--- config.mk ---
export PLATFORM = sky130hd
export DESIGN_NAME = robo_atuador
export DESIGN_NICKNAME = d
export VERILOG_FILES = /design/src/rtl/robo_pkg.sv /design/src/rtl/robo_temporizador.sv /design/src/rtl/robo_atuador.sv
export SDC_FILE = /design/constraint.sdc
export NUM_CORES = 1
export LEC_CHECK = 0
export CORE_MARGIN = 3
export CORE_UTILIZATION = 45
export CTS_CLUSTER_SIZE = 14
export DETAILED_ROUTE_END_ITERATION = 8
export PLACE_DENSITY = 0.8
export SLEW_MARGIN = 20
export SYNTH_ARGS = -nofsm -noshare
export SYNTH_HDL_FRONTEND = slang
export SYNTH_HIERARCHICAL = 1
export SYNTH_SLANG_ARGS = --single-unit
--- constraint.sdc ---
create_clock -name clock -period 3.4 [get_ports clock]
set_input_delay 0.34 -clock clock [delete_from_list [all_inputs] [get_ports clock]]
set_output_delay 0.34 -clock clock [all_outputs]
set_load 0.05 [all_outputs]
--- src/rtl/robo_pkg.sv ---
// Shared definitions for the robot wheel actuator: FSM state encoding,
// H-bridge drive codes {esq_fwd, esq_rev, dir_fwd, dir_rev} and timer width.
package robo_pkg;

    typedef enum logic [1:0] {
        OCIOSO    = 2'b00,
        AVANCANDO = 2'b01,
        GIRANDO   = 2'b10,
        PAUSA     = 2'b11
    } estado_t;

    localparam logic [3:0] PARADO  = 4'b0000;
    localparam logic [3:0] FRENTE  = 4'b1010;
    localparam logic [3:0] DIREITA = 4'b1001;

    localparam int W_TEMP = 8;

endpackage

--- src/rtl/robo_temporizador.sv ---
// Loadable down-counter shared by every timed state of the actuator;
// zero is high while the count sits at 0 and the counter holds there.
module robo_temporizador
    import robo_pkg::*;
(
    input  logic              clock,
    input  logic              reset,
    input  logic              carga,
    input  logic [W_TEMP-1:0] valor,
    output logic              zero
);

    logic [W_TEMP-1:0] conta;

    always_ff @(posedge clock or negedge reset) begin
        if (!reset) begin
            conta <= '0;
        end else if (carga) begin
            conta <= valor;
        end else if (conta != '0) begin
            conta <= conta - 1'b1;
        end
    end

    assign zero = (conta == '0);

endmodule

--- src/rtl/robo_atuador.sv ---
// Turns avancar/girar level commands into timed H-bridge drive with a dead-time
// after every motion. Odometry counters exist only when ROBO_ODOMETRIA_EN is defined.
module robo_atuador
    import robo_pkg::*;
#(
    parameter int T_AVANCO = 16,
    parameter int T_GIRO   = 24,
    parameter int T_PAUSA  = 2,
    parameter int W_CONT   = 16
) (
    input  logic              clock,
    input  logic              reset,
    input  logic              avancar,
    input  logic              girar,
    output logic              esq_fwd,
    output logic              esq_rev,
    output logic              dir_fwd,
    output logic              dir_rev,
    output logic              ocupado,
    output logic              fim,
    output logic              erro,
    output logic [W_CONT-1:0] passos,
    output logic [W_CONT-1:0] giros
);

    // Timer loads are duration-1 because the zero cycle itself is part of the state.
    localparam logic [W_TEMP-1:0] CARGA_AV = W_TEMP'(T_AVANCO - 1);
    localparam logic [W_TEMP-1:0] CARGA_GI = W_TEMP'(T_GIRO - 1);
    localparam logic [W_TEMP-1:0] CARGA_PA = W_TEMP'(T_PAUSA - 1);

    estado_t           estado;
    estado_t           estado_prox;
    logic [3:0]        rodas;
    logic [3:0]        rodas_prox;
    logic              ocupado_prox;
    logic              fim_prox;
    logic              erro_prox;
    logic              carga;
    logic [W_TEMP-1:0] valor;
    logic              zero;

    robo_temporizador u_temporizador (
        .clock (clock),
        .reset (reset),
        .carga (carga),
        .valor (valor),
        .zero  (zero)
    );

    always_ff @(posedge clock or negedge reset) begin
        if (!reset) begin
            estado  <= OCIOSO;
            rodas   <= PARADO;
            ocupado <= 1'b0;
            fim     <= 1'b0;
            erro    <= 1'b0;
        end else begin
            estado  <= estado_prox;
            rodas   <= rodas_prox;
            ocupado <= ocupado_prox;
            fim     <= fim_prox;
            erro    <= erro_prox;
        end
    end

    always_comb begin
        estado_prox = estado;
        carga       = 1'b0;
        valor       = '0;
        fim_prox    = 1'b0;
        erro_prox   = erro;
        case (estado)
            OCIOSO: begin
                if (avancar && girar) begin
                    erro_prox = 1'b1;
                end else if (avancar) begin
                    estado_prox = AVANCANDO;
                    carga       = 1'b1;
                    valor       = CARGA_AV;
                end else if (girar) begin
                    estado_prox = GIRANDO;
                    carga       = 1'b1;
                    valor       = CARGA_GI;
                end
            end
            AVANCANDO, GIRANDO: begin
                if (zero) begin
                    estado_prox = PAUSA;
                    carga       = 1'b1;
                    valor       = CARGA_PA;
                    fim_prox    = 1'b1;
                end
            end
            PAUSA: begin
                if (zero) begin
                    estado_prox = OCIOSO;
                end
            end
        endcase
    end

    // Outputs are decoded from the next state so they register in step with it.
    always_comb begin
        rodas_prox   = PARADO;
        ocupado_prox = (estado_prox != OCIOSO);
        case (estado_prox)
            AVANCANDO: rodas_prox = FRENTE;
            GIRANDO:   rodas_prox = DIREITA;
            default:   rodas_prox = PARADO;
        endcase
    end

    assign {esq_fwd, esq_rev, dir_fwd, dir_rev} = rodas;

`ifdef ROBO_ODOMETRIA_EN
    function automatic logic [W_CONT-1:0] sat_inc(input logic [W_CONT-1:0] v);
        return (&v) ? v : v + 1'b1;
    endfunction

    logic fim_passo;
    logic fim_giro;

    assign fim_passo = (estado == AVANCANDO) && zero;
    assign fim_giro  = (estado == GIRANDO) && zero;

    always_ff @(posedge clock or negedge reset) begin
        if (!reset) begin
            passos <= '0;
            giros  <= '0;
        end else begin
            if (fim_passo) passos <= sat_inc(passos);
            if (fim_giro)  giros  <= sat_inc(giros);
        end
    end
`else
    assign passos = '0;
    assign giros  = '0;
`endif

endmodule

==> run metrics <==
Global Route Usage Sum a little over an eighth; post-synth top area cell dfrtp_1; Final ANT Viol Nets 0; fin crit period 2.71 ns; Vias approximately 880; crit end category register; number of synthesized flops with an enable pin 0; status complete, no violations; share of the synthesized area in the top cell type 33.0%; most common library cells after synthesis buf_4, dfrtp_1, ha_1; Filler Cells Inserted 255; final hold violation count 0; crit start category register; Reg2Reg Capture Point u_temporizador/conta[5]; Sequential Area 400 um^2; crit path from u_temporizador/conta[0]; Worst-Margin Slew 0.731 ns; fraction of the mapped netlist area in simple logic gates 15.2%; dpl hpwl 1750 um; Synth Flop Type dfrtp_1; grt peak-use layer met2; Seq pwr share a little under half; Worst EP required 3.59 ns; Overflow after GRT 0; Comb power frac 22.8%; DRT Pass-1 Iters 4; placed insts 172; H-tree levels 1; CTS tree done; die height between 50 and 60 um; PortBufs 9; clk_lat worst skew 0.28 ns; syn avg cell area 9.18 um^2; Switching Power around 150 uW; final cell count without fillers roughly 180; met1 Use GR roughly 15%; clock network fraction of total power between 30 and 40%; Sw Share about 36%; setup TNS 0 ns; final hold slack 0.469 ns; WL final approximately 2200 um; Synth warnings 6; Slew headroom 51.1%; area of the multi-input gates 648 um^2; multiplexer area fraction after synthesis 1.75%; crit path max fanout 13; mapped cell area 0.00121 mm^2; ranking of synthesized cells by area dfrtp_1, buf_4, ha_1, nor2_1, inv_1; Register-to-Register Setup Slack 0.69 ns; main combinational cell family by area after synthesis buffers and inverters; capture point of the worst path u_temporizador/conta[5]; CTS Buf Count 3; adder-cell share of the synthesized area 11.4%; RSZ-0062 raised after global routing no; CTS root buf clkbuf_4; top-count cell post-synth buf_4; via/cell ratio 5.01; sequential-to-total area share from yosys stat about a third; leakage power 0.622 nW; Final Skew 0.000915 ns; global routing usage on met3 2.67%; Mapped Cells 132; CTS Buffer Depth 2; vias in the first global route 777; reg2reg path depth 10; class of the tightest hold or removal check register to register; met2 global-route usage 22.9%; Max Cap Viol 0; Initial Util 48.1%; clock sinks 16; clk slew on worst S/H paths 0.09 ns; flops & latches, synth 16; cts hold-fix bufs 0; CP arrival 2.89 ns; # nets final 162; Async S/R FF share, synth 100%; drt wl/cell 12.3 um; Die W 57.9 um; Resize count post-CTS 0; Post-CTS Setup Inserts 0; Area growth syn-to-layout 3.41%; compound-cell area share of the yosys netlist 13.3%; CP Class register to register; FF-to-FF Start u_temporizador/conta[0]; RePlAce Congestion 0.812; DRT iter0 DRCs 29; ant diodes 0; WHS Path Cells 1; Slew Viols, Final 0; die area 0.00335 mm^2; largest net degree at the start of global routing 17; fin crit share 79.6%; DR DRC count 0; I/O Pins 43; Power Density 325 mW/mm^2; initial antenna violation count 0; XOR/XNOR Fraction of Synth Area 0.722%; Yosys cell types between 40 and 50; FMAX approximately 0.37 GHz; Core Box Area 0.00252 mm^2; # setup viols final 0; Max VDD drop 0.181 mV; row count 18; share of layout cells above drive strength 1 under 10%; first-pass GRT wire length between 3000 and 4000 um; Internal 260 uW
cell families after synthesis:
family,Yosys count
buffers and inverters,44
and+or+nand+nor,34
AOI/OAI and AO/OA,23
DFF,16
adders and majority gates,11
muxes,2
other,1
xor gates and xnor gates,1
worst min path at each step:
| stage | startpoint | to | slack (ns) |
|---|---|---|---|
| 6_report | erro | erro | 0.47 |
| 5_1_grt | erro | erro | 0.49 |
| 4_1_cts | erro | erro | 0.47 |
| 3_5_place_dp | erro | erro | 0.45 |
| 3_3_place_gp | erro | erro | 0.45 |
| 2_1_floorplan | reset | erro | 0.04 |
critical path, cell delays in order (launching register included):
cell and delay, ns:
dfrtp_1 0.44, inv_1 0.10, ha_1 0.21, or3b_1 0.47, nor2_1 0.44, and2_2 0.24, nor2_1 0.05, nor2_1 0.09
buf_4 0.18, inv_1 0.12, a221oi_1 0.27
layer usage:
metal,vias to the layer above,part of all wire [%]
li1,418,-
met1,428,40
met2,34,53
met3,2,6.0
met4,0,0.97
met5,-,0
power by group through the flow:
stage	clock network, mW	logic [mW]	registers [mW]
2_1_floorplan	0	0.113	0.194
3_3_place_gp	0	0.0917	0.194
3_5_place_dp	0	0.0921	0.194
4_1_cts	0.130	0.0922	0.190
5_1_grt	0.142	0.0969	0.190
6_report	0.125	0.0928	0.190
registers in the layout (all words and copies together) (netlist names):
register	flops
rodas	3
fim	1
ocupado	1
u_temporizador/conta	8
erro	1
estado	2
stage by stage:
step	cell area, um^2	utilization, %	setup WS (ns)	power (mW)
2_1_floorplan	1340	-	0.982	0.307
3_3_place_gp	1220	48.3	0.840	0.286
3_5_place_dp	1220	48.3	0.737	0.286
4_1_cts	1250	49.7	0.722	0.412
5_1_grt	1250	49.7	0.518	0.429
6_report	1250	49.7	0.694	0.408
placed cells by master (no fill, tap or decap), drive strengths merged, types with 2 or more instances in the layout:
cell type,count
conb,36
dfrtp,16
ha,11
nor2,10
inv,9
clkdlybuf4s50,9
nand2,5
a21oi,4
clkbuf,4
o31ai,3
nor3,3
o21ai,3
and3b,2
o22ai,2
or4,2
nor4,2
nand3,2
nor2b,2
final cells by class:
class                   count  share of cell area (%)
multi-input cells         107                    51.7
well taps                  30                    2.99
clock buffers               4                    2.89
repair buffers             10                    7.78
inverters                   9                    2.69
flip-flops and latches     16                    31.9
No activity file was read; power rests on OpenSTA's default activity.
